<file path="config.mk">
export PLATFORM = sky130hd
export DESIGN_NAME = queue_pop_agent
export DESIGN_NICKNAME = d
export VERILOG_FILES = /design/src/rtl/queue_pop_agent.sv
export SDC_FILE = /design/constraint.sdc
export NUM_CORES = 1
export LEC_CHECK = 0
export BUFFER_PORTS_ARGS = -buffer_cell sky130_fd_sc_hd__buf_4
export CORE_MARGIN = 5
export CORE_UTILIZATION = 35
export CTS_BUF_LIST = sky130_fd_sc_hd__clkbuf_16
export DETAILED_ROUTE_END_ITERATION = 8
export PLACE_DENSITY_LB_ADDON = 0.05
export RECOVER_POWER = 25
export SYNTH_ARGS = -nofsm -noshare
export SYNTH_HDL_FRONTEND = slang
export SYNTH_SLANG_ARGS = --single-unit
</file>
<file path="constraint.sdc">
create_clock -name clk -period 2.7 [get_ports clk]
set_input_delay 0.54 -clock clk [delete_from_list [all_inputs] [get_ports clk]]
set_output_delay 0.54 -clock clk [all_outputs]
set_load 0.01 [all_outputs]
</file>
<file path="src/rtl/queue_pop_agent.sv">
// rtl/queue_pop_agent.sv - read-side pop agent for a 4-entry select-pop queue
module queue_pop_agent #(
    parameter int DATA_W = 6,
    parameter int DEPTH  = 4,
    parameter int OCC_W  = 3
) (
    input  logic              clk,
    input  logic              rst,
    input  logic              req_valid,
    input  logic [DEPTH-1:0]  req_sel,
    output logic              req_ready,
    output logic              out_valid,
    output logic [DATA_W-1:0] out_data,
    input  logic              out_ready,
    output logic              err,
    input  logic              q_push,
    input  logic              q_full,
    input  logic              q_empty,
    input  logic [DATA_W-1:0] q_data_out,
    output logic              q_pop,
    output logic [DEPTH-1:0]  q_rd_sel,
    output logic [OCC_W-1:0]  occ
);

    typedef enum logic [1:0] {IDLE, ISSUE, HOLD} state_t;

    state_t              state_q;
    logic                req_ready_q;
    logic                out_valid_q;
    logic [DATA_W-1:0]   out_data_q;
    logic                err_q;
    logic                q_pop_q;
    logic [DEPTH-1:0]    q_rd_sel_q;
    logic [OCC_W-1:0]    occ_q;
    logic [OCC_W-1:0]    occ_d;

    logic                sel_onehot;
    logic [OCC_W-1:0]    sel_idx;
    logic                req_ok;
    logic                push_acc;
    logic                pop_acc;

    // Request validation: exactly one bit set, position inside tracked occupancy, queue not empty
    always_comb begin
        sel_onehot = (req_sel != '0) && ((req_sel & (req_sel - DEPTH'(1))) == '0);
        sel_idx    = '0;
        for (int i = 0; i < DEPTH; i++) begin
            if (req_sel[i]) begin
                sel_idx = OCC_W'(i);
            end
        end
        req_ok = sel_onehot && (sel_idx < occ_q) && !q_empty;
    end

    // Occupancy next-state: a push is accepted when not full or when a pop frees a slot this cycle
    always_comb begin
        push_acc = q_push & (~q_full | q_pop_q);
        pop_acc  = q_pop_q & ~q_empty;
        occ_d    = occ_q;
        if (push_acc && !pop_acc && (occ_q != OCC_W'(DEPTH))) begin
            occ_d = occ_q + OCC_W'(1);
        end else if (pop_acc && !push_acc && (occ_q != '0)) begin
            occ_d = occ_q - OCC_W'(1);
        end
    end

    // Occupancy tracker register
    always_ff @(posedge clk or posedge rst) begin
        if (rst) begin
            occ_q <= '0;
        end else begin
            occ_q <= occ_d;
        end
    end

    // Control FSM with registered outputs; the pop select doubles as the latched request position
    always_ff @(posedge clk or posedge rst) begin
        if (rst) begin
            state_q     <= IDLE;
            req_ready_q <= 1'b1;
            out_valid_q <= 1'b0;
            out_data_q  <= '0;
            err_q       <= 1'b0;
            q_pop_q     <= 1'b0;
            q_rd_sel_q  <= '0;
        end else begin
            err_q <= 1'b0;
            case (state_q)
                IDLE: begin
                    if (req_valid) begin
                        if (req_ok) begin
                            q_pop_q     <= 1'b1;
                            q_rd_sel_q  <= req_sel;
                            req_ready_q <= 1'b0;
                            state_q     <= ISSUE;
                        end else begin
                            err_q <= 1'b1;
                        end
                    end
                end
                ISSUE: begin
                    q_pop_q     <= 1'b0;
                    q_rd_sel_q  <= '0;
                    out_data_q  <= q_data_out;
                    out_valid_q <= 1'b1;
                    state_q     <= HOLD;
                end
                HOLD: begin
                    if (out_ready) begin
                        out_valid_q <= 1'b0;
                        req_ready_q <= 1'b1;
                        state_q     <= IDLE;
                    end
                end
                default: begin
                    q_pop_q     <= 1'b0;
                    q_rd_sel_q  <= '0;
                    out_valid_q <= 1'b0;
                    req_ready_q <= 1'b1;
                    state_q     <= IDLE;
                end
            endcase
        end
    end

    assign req_ready = req_ready_q;
    assign out_valid = out_valid_q;
    assign out_data  = out_data_q;
    assign err       = err_q;
    assign q_pop     = q_pop_q;
    assign q_rd_sel  = q_rd_sel_q;
    assign occ       = occ_q;

endmodule
</file>
==> results of run 1 <==
## layer usage
layer,GRT usage,share of wire,vias to the layer above
li1,-,-,397
met1,0.130,0.43,380
met2,0.201,0.52,17
met3,0.0368,0.049,2
met4,0.0382,0.0079,0
met5,0,0,-
## through the flow
| stage | instance area, sq um | setup slack, ns | utilization |
|---|---|---|---|
| CTS | 1380 | 0.689 | 0.497 |
| floorplan | 1030 | 0.690 | - |
| global route | 1380 | 0.594 | 0.497 |
| finish | 1380 | 0.715 | 0.497 |
| global placement | 1300 | 0.474 | 0.467 |
| detailed placement | 1300 | 0.418 | 0.467 |
## power groups by stage
| stage | clock, uW | sequential (uW) | combinational [uW] |
|---|---|---|---|
| 6_report | 304 | 524 | 591 |
| 3_3_place_gp | 0 | 531 | 595 |
| 4_1_cts | 316 | 530 | 603 |
| 3_5_place_dp | 0 | 533 | 602 |
| 5_1_grt | 326 | 552 | 655 |
| 2_1_floorplan | 0 | 566 | 284 |
## cells by family after synthesis
family          Yosys count  synth area share
simple gates             39             0.243
fa+ha+maj                 2            0.0317
buf+inv                   8            0.0305
compound gates           13             0.100
xor+xnor                  3            0.0256
mux                      10             0.105
flops                    19             0.465
## sequential cells by signal (all words and copies together) (netlist names)
signal and flops:
q_rd_sel 4, err 1, q_pop 1, req_ready 1
out_valid 1, occ 3, out_data 6, state_q 2
## synth_stat cells, drive strengths merged (2+ instances only)
cell    number
nand4        3
nor2b        2
inv          5
nor2         7
or2b         3
mux2i        4
mux2         6
dfrtp       18
nand2        2
o21ai        3
nor3         3
xnor2        2
nand2b      10
nor4b        4
clkbuf       2
## critical path: cells and delay by family
family          cells  cell delay [ns]
simple gates        3             0.91
buf+inv             1             0.13
fa+ha+maj           1             0.20
mux                 1             0.22
compound gates      1             0.15
## area by class of cell
class / count / area [sq um] / area share
clock buffers: 3 / 75.1 / 0.0543
well taps: 31 / 38.8 / 0.0281
flip-flops and latches: 19 / 477 / 0.345
repair buffers: 33 / 248 / 0.179
clock inverters: 1 / 7.51 / 0.00543
multi-input cells: 67 / 518 / 0.375
inverters: 5 / 18.8 / 0.0136
## worst paths after layout
kind                            start  depth (start not counted)     endpoint
max                        req_sel[2]                          7  q_rd_sel[0]
min                               rst                          2  out_data[3]
max reg2reg                    occ[0]                          7       occ[2]
min reg2reg                 req_ready                          2    req_ready
max in group asynchronous         rst                          2  q_rd_sel[0]
min in group clk            req_ready                          2    req_ready
==> run summary, run 1 <==
## Layout
* leading cell type in the layout, fill and taps excluded: sky130_fd_sc_hd__buf_4
* top library cells by usage in the layout, fill and taps aside: sky130_fd_sc_hd__buf_4 (32), sky130_fd_sc_hd__dfrtp_1 (18), sky130_fd_sc_hd__nand2b_1 (10)
* layout filler cell count: 272
* area overhead of the layout relative to synthesis: 34.8%
* ANT cells: 0
* fraction of layout instances using a drive strength above 1: 0.391
* final-stage net count: 148
* number of cells in the finished layout apart from fillers: 159

## Timing
* total negative setup slack: 0 ns
* final setup violation count: 0
* share of the clock period used by the worst path after layout: 0.735
* clk_skew: 0.00168 ns
* final count of pins violating max slew: 0
* Tmin final: 1.98 ns
* transition at the pin with the smallest max-transition slack: 0.714 ns
* achievable clock frequency: 0.504 GHz
* relative max-transition margin: 0.524
* final hold violations: 0
* Min Hold Slack: 0.414 ns
* setup repair after global routing missed its margin: no

## Route
* routed length per instance: 13.5 microns
* DR vias: 796
* vias per std cell: 5.01
* number of optimization iterations in the first detailed-route pass: 2
* wire length after detailed routing: 2140 microns
* Iteration-0 DRC Markers: 22
* post-route ant nets: 0
* detailed-route DRC error count: 0

## Flow run
* Max-cap violations: 0

## GRT
* aggregate global-route resource usage: 0.114
* pin count of the biggest net entering global routing: 20
* gr ovfl total: 0
* global-route wire length before repair: 3750 microns
* number of antenna violations at the first check in global routing: 0
* via count of the first global-routing pass: 852

## Worst setup path
* list of cells traversed by the critical path: buf_4 -> or2_2 -> ha_1 -> nor4b_2 -> a22oi_2 -> nor3_4 -> mux2i_1
* cell with the biggest individual delay on the critical path: sky130_fd_sc_hd__nor3_4
* data arrival time at the worst-slack endpoint: 2.16 ns
* startpoint type of the worst setup path: primary input
* Setup CP Type: primary input to flop
* Max Fanout on Critical Path: 6
* Required @ worst endpoint: 2.87 ns
* worst reg-to-reg setup slack: 0.82 ns
* highest cell delay on the worst timing path: 0.35 ns
* endpoint type of the worst setup path: flop

## Power
* internal power: 948 uW
* peak ir drop on the vdd network: 607 uV
* net switching fraction of the power: 0.332
* net switching power figure: 471 uW
* pwr/cell area: 1030 nW/um^2
* total power of the final layout: 1420 uW
* share of power burned in the clock network: 0.214
* Static Leak: 0.000644 uW
* register share of total power: 0.369
* part of the total power dissipated in combinational logic: 0.417

## Synth
* Yosys reg bits: 19
* number of enable-type register cells in the synthesized netlist: 0
* average cell area after synthesis: 10.9 sq um
* largest area contributor in the synthesized netlist: sky130_fd_sc_hd__dfrtp_1
* cells taking the most area after synthesis: sky130_fd_sc_hd__dfrtp_1 (44%), sky130_fd_sc_hd__mux2_2 (6.6%), sky130_fd_sc_hd__nand2b_1 (6.1%)
* Synthesized Nets: 113
* Post-Synthesis Cell Area: 1030 sq um
* count of unique library cells instantiated by Yosys: 37
* count of synthesis-stage warnings from yosys: 0
* flip-flop cell with the highest count after synthesis: sky130_fd_sc_hd__dfrtp_1
* share of synthesized flip-flops with an asynchronous set or reset: 1.00
* sequential element share of the synthesized area: 0.465
* area share of the largest cell type after synthesis: 0.439
* cells after synthesis: 94

## Floorplanning
* placeable core region: 2780 sq um
* I/O pin count: 34
* starting density of the core: 0.369
* Chip Width: 64.1 microns
* number of rows in the core area: 19
* chip height: 64.1 microns
* Die Outline Area: 4110 sq um

## Clock tree
* total clock buffers created by CTS: 3
* Skew-Pair Late Insertion Delay: 0.25 ns
* Setup Buffers After CTS: 0
* TritonCTS clock tree: done
* PostCTS Resize Cnt: 0
* Num Clock Sinks: 19
* largest buffer count on any clock path: 2
* clk slew on worst S/H paths: 0.05 ns
* number of buffers added to fix hold violations after cts: 0
* number of H-tree branching levels: 1
* CTS root buffer: sky130_fd_sc_hd__clkbuf_16

## Placement
* placed wire-length estimate: 1680 microns
* DP Cell Count: 155
* number of buffers inserted by port buffering: 33
* Placer Congestion: 0.867

## Min path
* class of the most critical hold timing path: primary input to asynchronous set/reset pin

## Status
* status: completed

Note: power is estimated with default switching activity, not from simulation.
==> run 2, diff against run 1 <==
--- a/config.mk
+++ b/config.mk
@@ -5,6 +5,7 @@
 export SDC_FILE = /design/constraint.sdc
 export NUM_CORES = 1
 export LEC_CHECK = 0
+export ABC_AREA = 1
 export BUFFER_PORTS_ARGS = -buffer_cell sky130_fd_sc_hd__buf_4
 export CORE_MARGIN = 5
 export CORE_UTILIZATION = 35
==> constraint.sdc (replaced) <==
create_clock -name clk -period 1.82 [get_ports clk]
set_input_delay 0.364 -clock clk [delete_from_list [all_inputs] [get_ports clk]]
set_output_delay 0.364 -clock clk [all_outputs]
set_load 0.01 [all_outputs]
==> run 2 against run 1 <==
Synthesized area fell by 7.1%. Sequential cell count did not move. Clock power rose by 53%. Die area fell by 6.0%. Non-clock buffer count rose by 1. Clock skew barely moved. Hold slack got worse by 0.11 ns. Power rose by 62%. First-iteration DRC count rose by 27%. Critical endpoint is now occ[2]. Largest cell class is now flip-flops and latches.
==> run summary, run 2 <==
## Clock tree
* PostCTS Resize Cnt: 0, unchanged
* Num Clock Sinks: 19, unchanged
* TritonCTS clock tree: done
* number of buffers added to fix hold violations after cts: 0, unchanged
* Skew-Pair Late Insertion Delay: 0.25 ns, about the same
* clk slew on worst S/H paths: 0.06 ns, about the same
* total clock buffers created by CTS: 3, unchanged
* largest buffer count on any clock path: 2, unchanged
* number of H-tree branching levels: 1, unchanged
* Setup Buffers After CTS: 0, unchanged
* CTS root buffer: sky130_fd_sc_hd__clkbuf_16

## Synth
* Synthesized Nets: 140, +24%
* count of synthesis-stage warnings from yosys: 0, unchanged
* area share of the largest cell type after synthesis: 0.472, +0.0334
* count of unique library cells instantiated by Yosys: 19, -49%
* commonest cells in the synthesized netlist: sky130_fd_sc_hd__nand2_1 (50), sky130_fd_sc_hd__dfrtp_1 (18), sky130_fd_sc_hd__inv_1 (18)
* most frequent cell after synthesis: sky130_fd_sc_hd__nand2_1
* share of synthesized flip-flops with an asynchronous set or reset: 1.00, unchanged
* sequential element share of the synthesized area: 0.500, +0.0354
* cells taking the most area after synthesis: sky130_fd_sc_hd__dfrtp_1 (47%), sky130_fd_sc_hd__nand2_1 (20%), sky130_fd_sc_hd__inv_1 (7.1%)
* Yosys reg bits: 19, unchanged
* Post-Synthesis Cell Area: 953 sq um, -7.1%
* largest area contributor in the synthesized netlist: sky130_fd_sc_hd__dfrtp_1
* cells after synthesis: 121, +29%
* average cell area after synthesis: 7.88 sq um, -28%
* number of enable-type register cells in the synthesized netlist: 0, unchanged
* flip-flop cell with the highest count after synthesis: sky130_fd_sc_hd__dfrtp_1

## Min path
* class of the most critical hold timing path: primary input to flop

## Timing
* final hold violations: 0, unchanged
* Tmin final: 1.60 ns
* total negative setup slack: 0 ns, unchanged
* final worst-path setup slack: 0.218 ns, -0.497 ns
* final setup violation count: 0, unchanged
* final count of pins violating max slew: 0, unchanged
* transition at the pin with the smallest max-transition slack: 1.03 ns, +0.315 ns
* achievable clock frequency: 0.624 GHz
* setup repair after global routing missed its margin: no
* relative max-transition margin: 0.314, -0.210
* share of the clock period used by the worst path after layout: 0.880
* clk_skew: 0.00170 ns, +0.0000153 ns
* Min Hold Slack: 0.308 ns, -0.105 ns

## Layout
* Non-Filler Cell Area, Final: 1330 sq um, -4.1%
* fraction of layout instances using a drive strength above 1: 0.289, -0.101
* top library cells by usage in the layout, fill and taps aside: sky130_fd_sc_hd__nand2_1 (50), sky130_fd_sc_hd__buf_4 (32), sky130_fd_sc_hd__inv_1 (18), sky130_fd_sc_hd__dfrtp_1 (18), sky130_fd_sc_hd__nor2_1 (10)
* ANT cells: 0, unchanged
* number of flip-flops under the largest register name: 6, unchanged
* final-stage net count: 179, +21%
* area overhead of the layout relative to synthesis: 39.1%
* leading cell type in the layout, fill and taps excluded: sky130_fd_sc_hd__nand2_1
* final core utilization: 0.494, -0.00336

## Status
* status: completed

## Power
* peak ir drop on the vdd network: 931 uV, +53%
* Static Leak: 0.000763 uW, +18%
* pwr/cell area: 1730 nW/um^2, +69%

## Route
* Iteration-0 DRC Markers: 28, +27%
* vias per std cell: 4.37, -13%
* post-route ant nets: 0, unchanged
* wire length after detailed routing: 2010 microns, -6.4%
* number of optimization iterations in the first detailed-route pass: 4, +2
* DR vias: 831, +4.4%
* routed length per instance: 10.6 microns, -22%
* detailed-route DRC error count: 0, unchanged

## GRT
* via count of the first global-routing pass: 851, -0.12%
* pin count of the biggest net entering global routing: 20, unchanged
* global-route wire length before repair: 3680 microns, -1.7%
* gr ovfl total: 0, unchanged
* number of antenna violations at the first check in global routing: 0, unchanged
* aggregate global-route resource usage: 0.116, +0.00158

## Worst setup path
* endpoint type of the worst setup path: flop
* Setup CP Type: flop to flop
* data arrival time at the worst-slack endpoint: 1.75 ns, -0.41 ns
* startpoint type of the worst setup path: flop
* Required @ worst endpoint: 1.97 ns, -0.90 ns
* Max Fanout on Critical Path: 3, -3

## Floorplanning
* Chip Width: 62.2 microns, -3.0%
* I/O pin count: 34, unchanged
* Die Outline Area: 3870 sq um, -6.0%
* number of rows in the core area: 19, unchanged
* starting density of the core: 0.355, -0.0140
* placeable core region: 2690 sq um, -3.4%
* chip height: 62.2 microns, -3.0%

## Placement
* Placer Congestion: 0.756, -13%
* number of buffers inserted by port buffering: 33, unchanged
* pre-CTS setup slack: 0.170 ns, -0.249 ns
* dpl cell area: 1250 sq um, -4.0%
* placed wire-length estimate: 1570 microns, -6.7%

## Flow run
* Max-cap violations: 0, unchanged

==> run 2: per-stage QoR <==
stage	total power, uW	std cells
after global placement	1850	186
after floorplan	1430	121
after CTS	2350	190
after global routing	2520	190
after detailed placement	1870	186
final	2300	190
==> run 2: final timing paths <==
kind                                     from          end  slack (ns)  cells past startpoint
worst max-delay path                    q_pop       occ[2]        0.22                     10
worst min-delay path            q_data_out[1]  out_data[1]        0.31                      3
worst max register to register          q_pop       occ[2]        0.22                     10
worst min register to register    out_data[2]  out_data[2]        0.48                      2
max in group asynchronous                 rst        q_pop        0.78                      3
min in group asynchronous                 rst  out_data[1]        0.43                      3
==> run 2: kinds of logic (layout without fill, tap and decap cells) <==
family	Yosys count	count (layout)	share of synthesized area
AND/OR/NAND/NOR	74	74	0.329
flip-flops	19	19	0.500
buffers and inverters	19	57	0.0748
AO/OA/AOI/OAI	6	6	0.0525
adder cells (fa/ha/maj)	2	2	0.0341
XOR/XNOR	1	1	0.00919
==> run 2: cell type report <==
class                      instances  area (sq um)
inverter                          19          71.3
clock inverter                     1          7.51
tap                               31          38.8
sequential                        19           477
timing repair buffer              34           251
multi-input combinational         83           405
clock buffer                       3          75.1
fill                             268          1360
==> run 2: critical path, cell delays in order (launching register included) <==
cell                      delay [ns]
sky130_fd_sc_hd__dfrtp_1        0.37
sky130_fd_sc_hd__inv_1          0.07
sky130_fd_sc_hd__nand2_1        0.06
sky130_fd_sc_hd__nand2_1        0.06
sky130_fd_sc_hd__nor2_1         0.18
sky130_fd_sc_hd__o31ai_4        0.12
sky130_fd_sc_hd__fa_1           0.39
sky130_fd_sc_hd__inv_1          0.07
sky130_fd_sc_hd__nand2_1        0.06
sky130_fd_sc_hd__nand3_1        0.08
sky130_fd_sc_hd__nand2_1        0.05
==> run 2: report_power, final <==
part / switching, uW / internal, uW / total [uW] / leakage, uW
Sequential: 161 / 634 / 796 / 0.000235
Clock: 168 / 297 / 465 / 0.0000371
Combinational: 567 / 467 / 1030 / 0.000491
==> run 2: routing by layer <==
layer	track usage	up-vias	routed length [microns]
met4	0.0407	0	31
met2	0.179	24	957
met5	0	-	0
met1	0.147	362	897
met3	0.0432	4	120
li1	-	441	-
==> run 3, diff against run 2 <==
--- a/config.mk
+++ b/config.mk
@@ -5,7 +5,6 @@
 export SDC_FILE = /design/constraint.sdc
 export NUM_CORES = 1
 export LEC_CHECK = 0
-export ABC_AREA = 1
 export BUFFER_PORTS_ARGS = -buffer_cell sky130_fd_sc_hd__buf_4
 export CORE_MARGIN = 5
 export CORE_UTILIZATION = 35
==> run 3 against run 2 <==
Sequential cell count did not move. First-iteration DRC count fell by 61%. Sequential power fell by 9.0%. Register-to-register slack got worse by 0.11 ns. Clock power fell by 2%. Critical path type unchanged. Critical endpoint unchanged. Largest cell class is now multi-input combinational cells. Highest routed layer unchanged.
==> run summary, run 3 (synthesized netlist as in run 1, its figures left out) <==
## Route
* DR vias: 841, +1.2%
* detailed-route DRC error count: 0, unchanged
* Iteration-0 DRC Markers: 11, -61%
* post-route ant nets: 0, unchanged
* number of optimization iterations in the first detailed-route pass: 3, -1
* vias per std cell: 4.92, +12%
* routed length per instance: 13.7 microns, +30%
* wire length after detailed routing: 2340 microns, +17%

## Clock tree
* Num Clock Sinks: 19, unchanged
* TritonCTS clock tree: done
* CTS root buffer: sky130_fd_sc_hd__clkbuf_16
* Setup Buffers After CTS: 0, unchanged
* total clock buffers created by CTS: 3, unchanged
* number of H-tree branching levels: 1, unchanged
* largest buffer count on any clock path: 2, unchanged
* Skew-Pair Late Insertion Delay: 0.25 ns, about the same
* clk slew on worst S/H paths: 0.06 ns, about the same
* number of buffers added to fix hold violations after cts: 0, unchanged

## Timing
* final hold violations: 0, unchanged
* clk_skew: 0.000858 ns, -0.000839 ns
* relative max-transition margin: 0.291, -0.0234
* share of the clock period used by the worst path after layout: 0.941, +0.0611
* achievable clock frequency: 0.584 GHz, -6.5%
* final setup violation count: 0, unchanged
* final count of pins violating max slew: 0, unchanged
* Tmin final: 1.71 ns, +0.111 ns
* total negative setup slack: 0 ns, unchanged
* transition at the pin with the smallest max-transition slack: 1.06 ns, +0.0351 ns
* setup repair after global routing missed its margin: yes

## Layout
* fraction of layout instances using a drive strength above 1: 0.450, +0.161
* top library cells by usage in the layout, fill and taps aside: sky130_fd_sc_hd__buf_4 (43), sky130_fd_sc_hd__dfrtp_1 (18), sky130_fd_sc_hd__nand2b_1 (10)
* number of cells in the finished layout apart from fillers: 171, -10%
* leading cell type in the layout, fill and taps excluded: sky130_fd_sc_hd__buf_4
* ANT cells: 0, unchanged
* area overhead of the layout relative to synthesis: 45.9%
* number of flip-flops under the largest register name: 6, unchanged
* final-stage net count: 160, -11%

## Power
* peak ir drop on the vdd network: 947 uV, +1.6%
* register share of total power: 0.319, -0.028
* share of power burned in the clock network: 0.201, -0.002
* internal power: 1520 uW, +8.9%
* pwr/cell area: 1520 nW/um^2, -12%
* part of the total power dissipated in combinational logic: 0.480, +0.029
* net switching power figure: 746 uW, -17%
* Static Leak: 0.000710 uW, -6.9%
* net switching fraction of the power: 0.329, -0.0620

## Floorplanning
* Die Outline Area: 4110 sq um, +6.4%
* Chip Width: 64.1 microns, +3.1%
* chip height: 64.1 microns, +3.1%
* I/O pin count: 34, unchanged
* number of rows in the core area: 19, unchanged
* placeable core region: 2780 sq um, +3.5%
* starting density of the core: 0.369, +0.0140

## GRT
* via count of the first global-routing pass: 896, +5.3%
* gr ovfl total: 0, unchanged
* aggregate global-route resource usage: 0.123, +0.00679
* global-route wire length before repair: 4080 microns, +11%
* number of antenna violations at the first check in global routing: 0, unchanged
* pin count of the biggest net entering global routing: 20, unchanged

## Worst setup path
* highest cell delay on the worst timing path: 0.41 ns, +0.02 ns
* data arrival time at the worst-slack endpoint: 1.85 ns, +0.10 ns
* cell with the biggest individual delay on the critical path: sky130_fd_sc_hd__fa_1
* number of buffers and inverters on the critical path: 0, -2
* startpoint type of the worst setup path: flop
* cell type group with the largest total delay on the critical path: simple AND/OR/NAND/NOR gates
* list of cells traversed by the critical path: nand2b_1 -> nand4_1 -> fa_1 -> nor4b_2 -> o21ai_0 -> o311a_1
* Setup CP Type: flop to flop
* Required @ worst endpoint: 1.95 ns, -0.02 ns
* endpoint type of the worst setup path: flop
* Max Fanout on Critical Path: 5, +2

## Flow run
* Max-cap violations: 0, unchanged

## Placement
* Placer Congestion: 0.890, +18%
* placed wire-length estimate: 1850 microns, +18%
* number of buffers inserted by port buffering: 33, unchanged
* DP Cell Count: 167, -10%

## Status
* status: completed

## Min path
* class of the most critical hold timing path: primary input to flop

run 3: cell types whose count changed in the layout (fill, tap and decap cells not counted), moves of 3 or more:
cell / delta
sky130_fd_sc_hd__nand2_1: -48
sky130_fd_sc_hd__buf_4: +11
sky130_fd_sc_hd__nor2_1: -3
sky130_fd_sc_hd__inv_1: -13
sky130_fd_sc_hd__mux2i_1: +4
sky130_fd_sc_hd__or2b_1: +3
sky130_fd_sc_hd__nand3_1: -6
sky130_fd_sc_hd__nand4_1: +3
sky130_fd_sc_hd__mux2_2: +6
sky130_fd_sc_hd__nand2b_1: +10
run 3: layer usage:
metal,track usage,part of all wire,wire length [microns],up-vias
li1,-,-,-,421
met1,0.159,0.46,1080,403
met2,0.204,0.50,1160,15
met3,0.0315,0.039,91,2
met4,0.0305,0.0043,10,0
met5,0,0,0,-
run 3: cell type report:
class | count | area, sq um
clock buffers | 3 | 75.1
fillers | 258 | 1280
clock inverters | 1 | 5.00
well taps | 31 | 38.8
repair buffers | 45 | 334
flip-flops and latches | 19 | 477
inverters | 5 | 18.8
multi-input cells | 67 | 548
run 3: timing repair:
item | in CTS | in global routing
endpoints found under the setup margin | 0 | 7
hold endpoints to repair | 0 | 0
resized for setup | 0 | 5
run 3: power groups by stage:
stage / clock [uW] / combinational, uW / sequential, uW
5_1_grt: 494 / 1200 / 764
4_1_cts: 469 / 1070 / 729
3_5_place_dp: 0 / 1070 / 736
2_1_floorplan: 0 / 421 / 840
6_report: 456 / 1090 / 724
3_3_place_gp: 0 / 1060 / 732
run 3: worst paths after layout:
path,start,to,slack (ns),cells after the start
max reg2reg,q_pop,occ[2],0.11,6
min,q_data_out[5],out_data[5],0.34,2
max,q_pop,occ[2],0.11,6
max in group asynchronous,rst,occ[0],0.74,3
min reg2reg,req_ready,req_ready,0.47,2
min in group asynchronous,rst,occ[2],0.44,3
run 3: metrics by stage:
| stage | hold slack (ns) | power (uW) | util | worst slack [ns] | instance area, sq um |
|---|---|---|---|---|---|
| floorplan | 0.314 | 1260 | - | 0.0256 | 1030 |
| global placement | 0.412 | 1790 | 0.500 | -0.163 | 1390 |
| detailed placement | 0.415 | 1800 | 0.500 | -0.211 | 1390 |
| CTS | 0.146 | 2270 | 0.529 | 0.0108 | 1470 |
| global route | 0.343 | 2460 | 0.538 | -0.0364 | 1500 |
| finish | 0.345 | 2270 | 0.538 | 0.107 | 1500 |
